**config.mk**
```make
export PLATFORM = sky130hd
export DESIGN_NAME = mem_arbiter_flat
export DESIGN_NICKNAME = d
export VERILOG_FILES = /design/src/rtl/mem_arbiter_pkg.sv /design/src/rtl/mem_arbiter_if.sv /design/src/rtl/mem_arbiter_rr_arb2.sv /design/src/rtl/mem_arbiter.sv /design/src/flat_wrapper.sv
export SDC_FILE = /design/constraint.sdc
export NUM_CORES = 1
export LEC_CHECK = 0
export CORE_UTILIZATION = 40
export DETAILED_ROUTE_END_ITERATION = 16
export PLACE_DENSITY = 0.89
export SLEW_MARGIN = 0
export SYNTH_ARGS = -nofsm -noshare
export SYNTH_HDL_FRONTEND = slang
export SYNTH_HIERARCHICAL = 1
export SYNTH_SLANG_ARGS = --single-unit
export TNS_END_PERCENT = 20
```
**constraint.sdc**
```tcl
create_clock -name clock -period 2 [get_ports clock]
set_input_delay 0.4 -clock clock [delete_from_list [all_inputs] [get_ports clock]]
set_output_delay 0.4 -clock clock [all_outputs]
set_load 0.05 [all_outputs]
```
**src/rtl/mem_arbiter_pkg.sv**
```systemverilog
// Shared constants, FSM state encodings and a range helper for the
// two-port memory arbiter.
package mem_arbiter_pkg;

  // Memory geometry, shared with the memory model.
  localparam int MEM_DEPTH  = 2048;  // bytes
  localparam int MEM_WIDTH  = 8;     // bits per byte cell
  localparam int WORD_WIDTH = 16;    // data and address width

  // Arbiter FSM encodings.
  typedef enum logic [1:0] {
    ST_IDLE   = 2'd0,
    ST_ACCESS = 2'd1,
    ST_DONE   = 2'd2
  } state_e;

  // A word access touches addr and addr+1, so the last legal start
  // address is depth-2.
  function automatic logic out_of_range(input logic [WORD_WIDTH-1:0] addr,
                                        input int depth);
    return {16'b0, addr} > $unsigned(depth - 2);
  endfunction

endpackage

```
**src/rtl/mem_arbiter_if.sv**
```systemverilog
// Bus bundle between the two requesters, the memory and the arbiter.
// slave = the arbiter side, master = requesters plus memory side.
interface mem_arbiter_if #(
  parameter int WORD_WIDTH = mem_arbiter_pkg::WORD_WIDTH
);

  // Port 0 (instruction fetch)
  logic                  req0;
  logic                  we0;
  logic [WORD_WIDTH-1:0] addr0;
  logic [WORD_WIDTH-1:0] wdata0;
  logic                  ack0;

  // Port 1 (load/store)
  logic                  req1;
  logic                  we1;
  logic [WORD_WIDTH-1:0] addr1;
  logic [WORD_WIDTH-1:0] wdata1;
  logic                  ack1;

  // Shared response
  logic [WORD_WIDTH-1:0] rdata;
  logic                  err;
  logic                  busy;

  // Memory side
  logic [WORD_WIDTH-1:0] mem_address;
  logic                  mem_wr_en;
  logic [WORD_WIDTH-1:0] mem_data_in;
  logic [WORD_WIDTH-1:0] mem_data_out;

  modport slave (
    input  req0, we0, addr0, wdata0,
    input  req1, we1, addr1, wdata1,
    input  mem_data_out,
    output ack0, ack1, rdata, err, busy,
    output mem_address, mem_wr_en, mem_data_in
  );

  modport master (
    output req0, we0, addr0, wdata0,
    output req1, we1, addr1, wdata1,
    output mem_data_out,
    input  ack0, ack1, rdata, err, busy,
    input  mem_address, mem_wr_en, mem_data_in
  );

endinterface

```
**src/rtl/mem_arbiter_rr_arb2.sv**
```systemverilog
// Combinational 2-way round-robin picker: a lone request wins outright,
// on a tie the port that did not win last time is chosen.
module mem_arbiter_rr_arb2 (
  input  logic [1:0] i_req,
  input  logic       i_last_grant,
  output logic       o_gnt,
  output logic       o_valid
);

  // Pick the winner index; o_gnt is meaningless when o_valid is low.
  always_comb begin
    o_valid = |i_req;
    o_gnt   = 1'b0;
    if (i_req == 2'b11) begin
      o_gnt = ~i_last_grant;
    end else if (i_req[1]) begin
      o_gnt = 1'b1;
    end
  end

endmodule

```
**src/rtl/mem_arbiter.sv**
```systemverilog
// Two-port memory arbiter: grants req/ack transactions round-robin and
// drives the single memory. Each transaction is IDLE -> ACCESS -> DONE.
module mem_arbiter #(
  parameter int MEM_DEPTH  = mem_arbiter_pkg::MEM_DEPTH,
  parameter int WORD_WIDTH = mem_arbiter_pkg::WORD_WIDTH
) (
  input logic           clock,
  input logic           reset,   // synchronous, active low
  mem_arbiter_if.slave  bus
);

  import mem_arbiter_pkg::*;

  state_e                r_state;
  logic                  r_we_q;
  logic [WORD_WIDTH-1:0] r_addr_q;
  logic [WORD_WIDTH-1:0] r_wdata_q;
  logic                  r_gnt_q;
  logic                  r_err_q;
  logic                  r_last_grant;
  logic                  r_ack0;
  logic                  r_ack1;
  logic [WORD_WIDTH-1:0] r_rdata;
  logic                  r_err;
  logic                  r_busy;
  logic [WORD_WIDTH-1:0] r_mem_address;
  logic [WORD_WIDTH-1:0] r_mem_data_in;

  logic                  w_gnt;
  logic                  w_valid;
  logic                  w_sel_we;
  logic [WORD_WIDTH-1:0] w_sel_addr;
  logic [WORD_WIDTH-1:0] w_sel_wdata;
  logic                  w_mem_wr_en;

  mem_arbiter_rr_arb2 u_rr_arb2 (
    .i_req        ({bus.req1, bus.req0}),
    .i_last_grant (r_last_grant),
    .o_gnt        (w_gnt),
    .o_valid      (w_valid)
  );

  // Steer the winning port's command fields toward the latches.
  always_comb begin
    w_sel_we    = bus.we0;
    w_sel_addr  = bus.addr0;
    w_sel_wdata = bus.wdata0;
    if (w_gnt) begin
      w_sel_we    = bus.we1;
      w_sel_addr  = bus.addr1;
      w_sel_wdata = bus.wdata1;
    end
  end

  // Write strobe only in ACCESS; gating with reset makes a reset edge
  // during ACCESS suppress the commit.
  always_comb begin
    w_mem_wr_en = r_we_q & ~r_err_q & reset & (r_state == ST_ACCESS);
  end

  // Arbiter FSM with all outputs registered.
  always_ff @(posedge clock) begin
    if (!reset) begin
      r_state       <= ST_IDLE;
      r_we_q        <= 1'b0;
      r_addr_q      <= '0;
      r_wdata_q     <= '0;
      r_gnt_q       <= 1'b0;
      r_err_q       <= 1'b0;
      r_last_grant  <= 1'b1;   // port 0 wins the first tie
      r_ack0        <= 1'b0;
      r_ack1        <= 1'b0;
      r_rdata       <= '0;
      r_err         <= 1'b0;
      r_busy        <= 1'b0;
      r_mem_address <= '0;
      r_mem_data_in <= '0;
    end else begin
      r_ack0 <= 1'b0;
      r_ack1 <= 1'b0;
      case (r_state)
        ST_IDLE: begin
          if (w_valid) begin
            r_we_q        <= w_sel_we;
            r_addr_q      <= w_sel_addr;
            r_wdata_q     <= w_sel_wdata;
            r_gnt_q       <= w_gnt;
            r_last_grant  <= w_gnt;
            r_err_q       <= out_of_range(w_sel_addr, MEM_DEPTH);
            r_mem_address <= w_sel_addr;
            r_mem_data_in <= w_sel_wdata;
            r_busy        <= 1'b1;
            r_state       <= ST_ACCESS;
          end
        end
        ST_ACCESS: begin
          r_rdata <= (r_we_q | r_err_q) ? '0 : bus.mem_data_out;
          r_err   <= r_err_q;
          r_ack0  <= ~r_gnt_q;
          r_ack1  <= r_gnt_q;
          r_state <= ST_DONE;
        end
        ST_DONE: begin
          // Response visible for this one cycle only; requests ignored.
          r_rdata <= '0;
          r_err   <= 1'b0;
          r_busy  <= 1'b0;
          r_state <= ST_IDLE;
        end
        default: begin
          r_busy  <= 1'b0;
          r_state <= ST_IDLE;
        end
      endcase
    end
  end

  assign bus.ack0        = r_ack0;
  assign bus.ack1        = r_ack1;
  assign bus.rdata       = r_rdata;
  assign bus.err         = r_err;
  assign bus.busy        = r_busy;
  assign bus.mem_address = r_mem_address;
  assign bus.mem_data_in = r_mem_data_in;
  assign bus.mem_wr_en   = w_mem_wr_en;

endmodule

```
**src/flat_wrapper.sv**
```systemverilog
// flat-port wrapper written by rule: the top's interface ports become plain ports
module mem_arbiter_flat import mem_arbiter_pkg::*;
#(
  parameter int MEM_DEPTH  = mem_arbiter_pkg::MEM_DEPTH,
  parameter int WORD_WIDTH = mem_arbiter_pkg::WORD_WIDTH
)
  (clock, reset, bus_req0, bus_we0, bus_addr0, bus_wdata0, bus_req1, bus_we1, bus_addr1, bus_wdata1, bus_mem_data_out, bus_ack0, bus_ack1, bus_rdata, bus_err, bus_busy, bus_mem_address, bus_mem_wr_en, bus_mem_data_in);
  mem_arbiter_if #(.WORD_WIDTH(WORD_WIDTH)) bus_i ();
  input logic clock;
  input logic reset;
  input wire logic [$bits(bus_i.req0)-1:0] bus_req0;
  input wire logic [$bits(bus_i.we0)-1:0] bus_we0;
  input wire logic [$bits(bus_i.addr0)-1:0] bus_addr0;
  input wire logic [$bits(bus_i.wdata0)-1:0] bus_wdata0;
  input wire logic [$bits(bus_i.req1)-1:0] bus_req1;
  input wire logic [$bits(bus_i.we1)-1:0] bus_we1;
  input wire logic [$bits(bus_i.addr1)-1:0] bus_addr1;
  input wire logic [$bits(bus_i.wdata1)-1:0] bus_wdata1;
  input wire logic [$bits(bus_i.mem_data_out)-1:0] bus_mem_data_out;
  output wire logic [$bits(bus_i.ack0)-1:0] bus_ack0;
  output wire logic [$bits(bus_i.ack1)-1:0] bus_ack1;
  output wire logic [$bits(bus_i.rdata)-1:0] bus_rdata;
  output wire logic [$bits(bus_i.err)-1:0] bus_err;
  output wire logic [$bits(bus_i.busy)-1:0] bus_busy;
  output wire logic [$bits(bus_i.mem_address)-1:0] bus_mem_address;
  output wire logic [$bits(bus_i.mem_wr_en)-1:0] bus_mem_wr_en;
  output wire logic [$bits(bus_i.mem_data_in)-1:0] bus_mem_data_in;
  assign bus_i.req0 = bus_req0;
  assign bus_i.we0 = bus_we0;
  assign bus_i.addr0 = bus_addr0;
  assign bus_i.wdata0 = bus_wdata0;
  assign bus_i.req1 = bus_req1;
  assign bus_i.we1 = bus_we1;
  assign bus_i.addr1 = bus_addr1;
  assign bus_i.wdata1 = bus_wdata1;
  assign bus_i.mem_data_out = bus_mem_data_out;
  assign bus_ack0 = bus_i.ack0;
  assign bus_ack1 = bus_i.ack1;
  assign bus_rdata = bus_i.rdata;
  assign bus_err = bus_i.err;
  assign bus_busy = bus_i.busy;
  assign bus_mem_address = bus_i.mem_address;
  assign bus_mem_wr_en = bus_i.mem_wr_en;
  assign bus_mem_data_in = bus_i.mem_data_in;
  mem_arbiter #(.MEM_DEPTH(MEM_DEPTH), .WORD_WIDTH(WORD_WIDTH)) u_core (.clock(clock), .reset(reset), .bus(bus_i));
endmodule
```
==> results of run 1 <==
-- sequential cells by signal (all words and copies together), names as in the netlist, 2 cells and up --
name and cells:
u_core/bus.mem_address 16, u_core/bus.mem_data_in 16, u_core/bus.rdata 16, u_core/r_state 2
-- how the worst max path moves through the flow --
stage                                       end  slack [ns]  cells after the start
global placement    u_core/r_err_q$_SDFFE_PN0P_        0.04                      5
global route                      bus_mem_wr_en        0.01                      5
detailed placement  u_core/r_err_q$_SDFFE_PN0P_      -0.004                      5
floorplan                         bus_mem_wr_en        0.21                      3
finish                       bus_mem_data_in[9]        0.10                      1
CTS                               bus_mem_wr_en        0.06                      5
-- power groups by stage --
stage / logic (W) / registers [W] / clock network, W
after floorplan: 0.000449 / 0.00187 / 0
after global placement: 0.00147 / 0.00141 / 0
after detailed placement: 0.00149 / 0.00141 / 0
after CTS: 0.00150 / 0.00139 / 0.00102
after global routing: 0.00157 / 0.00141 / 0.00108
final: 0.00149 / 0.00139 / 0.000991
-- logic make-up after synthesis --
group / Yosys count / share of synthesized area
and+or+nand+nor: 99 / 0.199
AOI/OAI and AO/OA: 62 / 0.181
DFF: 58 / 0.437
muxes: 32 / 0.121
buffers and inverters: 24 / 0.0429
adders and majority gates: 4 / 0.0189
-- layer usage --
layer	global-route usage	wire length, um
met1	0.223	2900
met2	0.373	3660
met3	0.0613	485
met4	0.116	234
met5	0	0
-- cell type report --
| class | count | area, um2 | area share |
|---|---|---|---|
| inverters | 4 | 15.0 | 0.00342 |
| multi-input cells | 197 | 1400 | 0.319 |
| clock buffers | 14 | 173 | 0.0393 |
| flip-flops and latches | 58 | 1160 | 0.265 |
| well taps | 77 | 96.3 | 0.0219 |
| clock inverters | 2 | 10.0 | 0.00228 |
| repair buffers | 153 | 1530 | 0.349 |
-- Yosys cell counts, types with 2 or more instances --
| cell | instances | area (um2) |
|---|---|---|
| a21oi_1 | 17 | 85.1 |
| a31oi_1 | 3 | 18.8 |
| and2_1 | 3 | 18.8 |
| and2b_1 | 8 | 60.1 |
| buf_2 | 4 | 20.0 |
| buf_4 | 3 | 22.5 |
| clkbuf_1 | 12 | 45.0 |
| dfxtp_1 | 58 | 1160 |
| ha_1 | 4 | 50.1 |
| inv_1 | 4 | 15.0 |
| mux2i_1 | 32 | 320 |
| nand2_1 | 40 | 150 |
| nand2b_1 | 2 | 12.5 |
| nand3_1 | 6 | 30.0 |
| nor2_1 | 6 | 22.5 |
| nor2b_1 | 26 | 163 |
| o211a_1 | 31 | 310 |
| o21ai_0 | 6 | 30.0 |
-- placed cells by master (no fill, tap or decap), types with 4 or more instances in the layout --
master / synthesis / layout
buf_12: 0 / 4
nor2_1: 6 / 6
o21ai_0: 6 / 6
clkdlybuf4s50_1: 0 / 135
a21oi_1: 17 / 17
inv_1: 4 / 4
mux2i_1: 32 / 32
dfxtp_1: 58 / 58
nand2_1: 40 / 40
and2b_1: 8 / 8
o211a_1: 31 / 31
nand3_1: 6 / 6
clkbuf_8: 0 / 12
nor2b_1: 26 / 26
buf_4: 3 / 13
-- stage by stage --
step / instances / setup TNS [ns] / instance area, um2 / hold slack, ns
CTS: 505 / 0 / 4390 / 0.370
finish: 505 / 0 / 4390 / 0.387
floorplan: 279 / 0 / 2660 / 0.406
detailed placement: 489 / -0.00364 / 4200 / 0.430
global placement: 489 / 0 / 4200 / 0.422
global route: 505 / 0 / 4390 / 0.390
==> results, run 1 <==
- The length in cells of the worst reg-to-reg path is 4.
- The routed design has between 7000 and 8000 um of wire.
- The endpoint kind of the worst setup timing path is an output port.
- The number of max-cap violations is 0.
- The share of synthesized flip-flops with an asynchronous set or reset is 0.
- The type of the worst min-delay path is primary input to flop.
- After filler insertion, the fill cell instance count of the layout stands at 520.
- The critical path's slowest cell is clkdlybuf4s50_1.
- The floorplan die area is 6970 um2.
- The post-synthesis register bit count is 58.
- When the netlist entered floorplanning its net count stood at about 370.
- The share of total power dissipated in sequential elements is 0.359.
- Walking the worst path, the cells encountered are clkdlybuf4s50_1.
- The TritonCTS clock tree is yes.
- The critical register-to-register path startpoint is u_core/r_last_grant$_SDFFE_PN1P_.
- The achievable frequency is 527 MHz.
- The final count of pins violating max slew is 0.
- The clock net in this run drives a total of 58 sinks.
- In this run the critical register-to-register path is captured at u_core/r_err_q$_SDFFE_PN0P_.
- Together, buffers and inverters on the worst path number 1.
- The first detailed-routing pass ran for 4 iterations.
- The run finished with clean final reports.
- In the synthesized netlist, the number of instances is ~280.
- The post-synthesis area per instance is roughly 9.5 um2.
- Tracing the worst setup path back leads to its startpoint at u_core/bus.mem_data_in[9]$_SDFFE_PN0P_.
- Prior to clock tree synthesis, the placed netlist has a worst setup slack of -0.00364 ns.
- The distinct cell type count of the synthesized netlist is 32.
- The hold-fix buffer count after cts is 0.
- The HPWL after detailed placement is around 5500 um.
- CTS built an H-tree with a depth of 3.
- The first-pass GRT wire length is roughly 12000 um.
- Counting instances, the worst hold path has a depth of 3.
- The relative contribution of combinational cells to total power is 0.385.
- The antenna diode count is 0.
- In the synthesized netlist the dominant register cell turns out to be dfxtp_1.
- The detailed router placed about 2500 vias in this run.
- The design draws about 0.0039 W.
- The worst register-to-register path has a setup slack of ~0.51 ns.
- The worst hold path endpoint is u_core/bus.ack0$_SDFF_PN0_.
- Entering global routing, the biggest net connects 58 pins.
- The maximum resistive drop on vdd is around 0.00058 V.
- The initial antenna violation count is 0.
- The leakage dissipation is slightly below 2 nW.
- The internal power consumption is between 0.002 and 0.0025 W.
- The net count of the finished layout is 513.
- The fraction of power consumed by the clock network is 0.256.
- Of all nets on the critical path, the largest fanout is 2.
- After the first detailed-routing iteration, the DRC count stood at between 100 and 150.
- Clock-pin slew was measured on the worst setup and hold paths at ~0.06 ns.
- The number of top-level pins is 139.
- The synthesized cell area is between 2000 and 3000 um2.
- The total setup violations reported at the end of the flow is 0.
- The areal power density over the cells is 882 nW/um2.
- In the finished design, the share of the clock period the worst path needs comes to 0.949.
- Across every metal layer, demand over resource in global routing totals 0.210.
- From left edge to right edge, the die measures approximately 83 um.
- The number of hold-slack violations in the final timing report is 0.
- The count of buffers added on input and output ports is ~140.
- The number of cell rows is 29.
- The share of layout cells above drive strength 1 is 0.0864.
- On the worst path, the slowest cell contributes a delay of 0.83 ns.
- After detailed routing, the number of vias per cell comes to 4.96.
- The analysis attributes to net switching a power of 0.00138 W.
- The register area share after synthesis is 0.437.
- Setup repair after global routing left no endpoint under its margin.
- The type of the worst setup path is flop to output port.
- The proportion of total power due to net switching is 0.357.
- Once layout is complete, the utilization of the core stands at 0.687.
- The family of cells with the greatest summed delay on the critical path is buffers and inverters.
- The number of global-route vias before repair is between 2000 and 3000.
- Dividing the detail-routed wire length by the instance count gives 14.4 um.
- At the pin with the least slew margin, the transition time is roughly 0.54 ns.
- The signed area change from the synthesized netlist to the final layout is 65.3%.
- The later pin in the worst-skew pair is clocked with a latency of 0.33 ns.
- In this run, post-CTS repair resized a total of 0 instances.
- The number of warnings reported in the yosys synthesis log is 6.
- In this run the tightest slew margin relative to its limit is 0.637.
- After layout, the worst setup slack is just over 0.1 ns.
- The overall overflow remaining after global route is 0.
- The core area is between 6000 and 7000 um2.
- The cell at the root of the clock tree is clkbuf_8.
- The overall die height is between 80 and 90 um.
- The final worst clock skew is around 0.0092 ns.
- The detail route stage leaves a number of antenna-violating nets equal to 0.
- No sink is reached through more buffers than the 2 on the longest clock path.
- The data arrival time of the critical path is 1.50 ns.
- Counting I/O delays and the setup requirement, the final critical path takes approximately 1.9 ns.
- The post-CTS setup buffer count is 0.
- The number of synthesized flops with an enable pin is 0.
- The start point of the worst min-delay path is reset.
- Data on the critical path is required at its endpoint by roughly 1.6 ns.
- The worst setup path is launched from a flop.
- The initial utilization of the core area, before any placement, comes to 0.416.
- The number of clock buffers added by TritonCTS is 9.
- Routability-driven placement finished with a final weighted congestion of 0.792.
- The remaining routing DRC violations is 0.
No activity file was read; power rests on OpenSTA's default activity.
==> inputs of run 2 (changes only) <==
Settings changed: SETUP_SLACK_MARGIN from default to 0.15, SKIP_CTS_REPAIR_TIMING from default to 1.
==> run 2 against run 1 <==
Final cell count is the same. Register-to-register slack lost 0.07 ns. Non-clock buffer count is the same. Critical endpoint is now bus_mem_address[14]. Largest cell class unchanged. Largest power group unchanged. Highest routed layer unchanged.
==> results, run 2 (synthesis gave the netlist of run 1 again) <==
- The cell sitting at the root of the clock tree is a clkbuf_8.
- From synthesis to final layout, the design area changed by 66.7%.
- The maximum resistive drop on vdd is 0.000582 V (about the same).
- The total setup violations reported at the end of the flow came to 0 (unchanged).
- The family of cells with the greatest summed delay on the critical path is buffers and inverters.
- The final worst clock skew was 0.00696 ns (-0.00219 ns).
- The transition time at the pin with the least slew margin is 0.542 ns (+0.0000198 ns).
- The via-per-instance ratio was 4.98 (+0.40%).
- Walking the worst path, the cells encountered are clkdlybuf4s50_1.
- Leaving out fill and tap cells, the most frequent cells in the layout are clkdlybuf4s50_1 (126), dfxtp_1 (58), nand2_1 (40), mux2i_1 (32), o211a_1 (31).
- The length in cells of the worst reg-to-reg path is 6 (+2).
- The count of clock tree sinks came to 58 (unchanged).
- In this run the most critical hold path is launched from reset.
- The areal power density over the cells was 874 nW/um2 (-0.85%).
- The total wirelength of the detailed-routed design is 7330 um (+0.70%).
- The worst hold slack is 0.389 ns (+0.00110 ns).
- The largest net degree at the start of global routing came to 58 (unchanged).
- The floorplan die area is 6970 um2 (unchanged).
- The most common library cell in the layout ignoring fill and taps is clkdlybuf4s50_1.
- The required time of the critical path came to 1.60 ns (about the same).
- The final RePlAce weighted congestion came to 0.792 (unchanged).
- The number of buffers added by the clock tree synthesis step is 9 (unchanged).
- The setup slack of the worst register-to-register path is 0.44 ns (-0.07 ns).
- The highest fanout seen on the critical path was 2 (unchanged).
- The number of antenna-violating nets in the routed design is 0 (unchanged).
- The critical register-to-register path startpoint is u_core/r_state[0]$_SDFFE_PN0N_.
- The leakage dissipation was 2.12 nW (+6.9%).
- The CTS H-tree depth is 3 (unchanged).
- The initial antenna violation count is 0 (unchanged).
- The number of buffers on the longest clock path is 2 (unchanged).
- The reg-to-reg critical path endpoint is u_core/bus.rdata[7]$_SDFFE_PN0P_.
- The longest individual stage delay on the worst path came to 0.83 ns (about the same).
- The type of the worst min-delay path is primary input to flop.
- The final cycle utilization of the critical path is 0.940 (-0.00811).
- The flow ran to the end, and the final reports show no timing, DRC or antenna violations.
- For this design, the slowest cell found on the critical path is clkdlybuf4s50_1.
- The core area is 6390 um2 (unchanged).
- The type of the worst setup path is flop to output port.
- The first-pass iteration count of the detailed router is 4 (unchanged).
- The remaining routing DRC violations is 0 (unchanged).
- The overall die height is 83.5 um (unchanged).
- The starting density of the core is 0.416 (unchanged).
- The number of cell rows is 29 (unchanged).
- The width of the chip is 83.5 um (unchanged).
- The number of port buffers is 138 (unchanged).
- The buffers plus inverters on the worst setup path is 1 (unchanged).
- The clock latency on the worst-skew pair is 0.32 ns (about the same).
- The final critical path time including I/O delays and setup came to 1.88 ns (-0.0162 ns).
- The overall overflow remaining after global route was 0 (unchanged).
- The achievable frequency is 532 MHz (+0.86%).
- The total placed instance area is 4200 um2 (unchanged).
- The worst slack at placement was -0.00364 ns (unchanged).
- The final count of pins violating max slew was 0 (unchanged).
- The minimum setup slack in the final design is 0.119 ns (+0.0162 ns).
- The data arrival time of the critical path is 1.48 ns (-0.02 ns).
- The number of top-level pins is 139 (unchanged).
- The number of global-route vias before repair was 2578 (unchanged).
- The number of nets in the final layout is 513 (unchanged).
- The first-pass GRT wire length was 11600 um (unchanged).
- The worst slew margin relative to its limit is 0.637 (about the same).
- The depth of the worst hold-timing path is 3 (unchanged).
- STA classifies the critical path endpoint as an output port.
- The clock slew seen by the registers of the worst setup and hold paths was 0.06 ns (about the same).
- The TritonCTS clock tree is yes.
- The share of layout cells above drive strength 1 is 0.0888 (+0.00234).
- The initial DRC count is 89 (-14%).
- Setup repair after global routing could not meet its margin everywhere.
- The all-layer global routing usage is 0.210 (unchanged).
- The finished layout cell area is 4430 um2 (+0.86%).
- The number of hold-slack violations in the final timing report is 0 (unchanged).
- The HPWL after detailed placement is 5500 um (unchanged).
- The routed wirelength normalized by instance count is 14.5 um (+0.70%).
- The critical path launch point type is a flop.
- The antenna diode count was 0 (unchanged).
- The worst hold path endpoint is u_core/bus.ack0$_SDFF_PN0_.
- The overall via count from detail_route was 2516 (+0.40%).
- The number of max-cap violations is 0 (unchanged).
## run 2: cell type report
class | instances | area (um2)
Multi-Input combinational cell | 197 | 1410
Tap cell | 77 | 96.3
Inverter | 4 | 15.0
Sequential cell | 58 | 1160
Fill cell | 512 | 1960
Clock buffer | 14 | 173
Timing Repair Buffer | 153 | 1560
Clock inverter | 2 | 10.0
## run 2: routing by layer
metal,routed length [um],part of all wire,track usage,vias up
met3,481,0.066,0.0613,17
li1,-,-,-,1260
met5,0,0,0,-
met2,3770,0.51,0.373,87
met1,2860,0.39,0.223,1152
met4,213,0.029,0.116,0
## run 2: how the worst max path moves through the flow
stage                                        endpoint  cells past startpoint                               startpoint  slack, ns
after floorplan                         bus_mem_wr_en                      3                                    reset       0.21
after global placement    u_core/r_err_q$_SDFFE_PN0P_                      5                                 bus_req0       0.04
after detailed placement  u_core/r_err_q$_SDFFE_PN0P_                      5                                 bus_req0     -0.004
after CTS                               bus_mem_wr_en                      5           u_core/r_state[1]$_SDFFE_PN0N_       0.06
after global routing                    bus_mem_wr_en                      5           u_core/r_state[1]$_SDFFE_PN0N_       0.08
final                             bus_mem_address[14]                      1  u_core/bus.mem_address[14]$_SDFFE_PN0P_       0.12
## run 2: power by group
| part | leakage [nW] | switching [W] | internal, W | total [W] |
|---|---|---|---|---|
| clock network | 0.0965 | 0.000439 | 0.000548 | 0.000987 |
| logic | 1.54 | 0.000856 | 0.000635 | 0.00149 |
| registers | 0.479 | 0.0000852 | 0.00131 | 0.00139 |
| total | 2.12 | 0.00138 | 0.00249 | 0.00387 |
## run 2: stage by stage
step,total power [W],cells,setup TNS [ns],utilization
6_report,0.00387,505,0,0.693
5_1_grt,0.00406,505,0,0.693
4_1_cts,0.00391,505,0,0.687
3_5_place_dp,0.00291,489,-0.00364,0.658
3_3_place_gp,0.00288,489,0,0.658
2_1_floorplan,0.00232,279,0,-
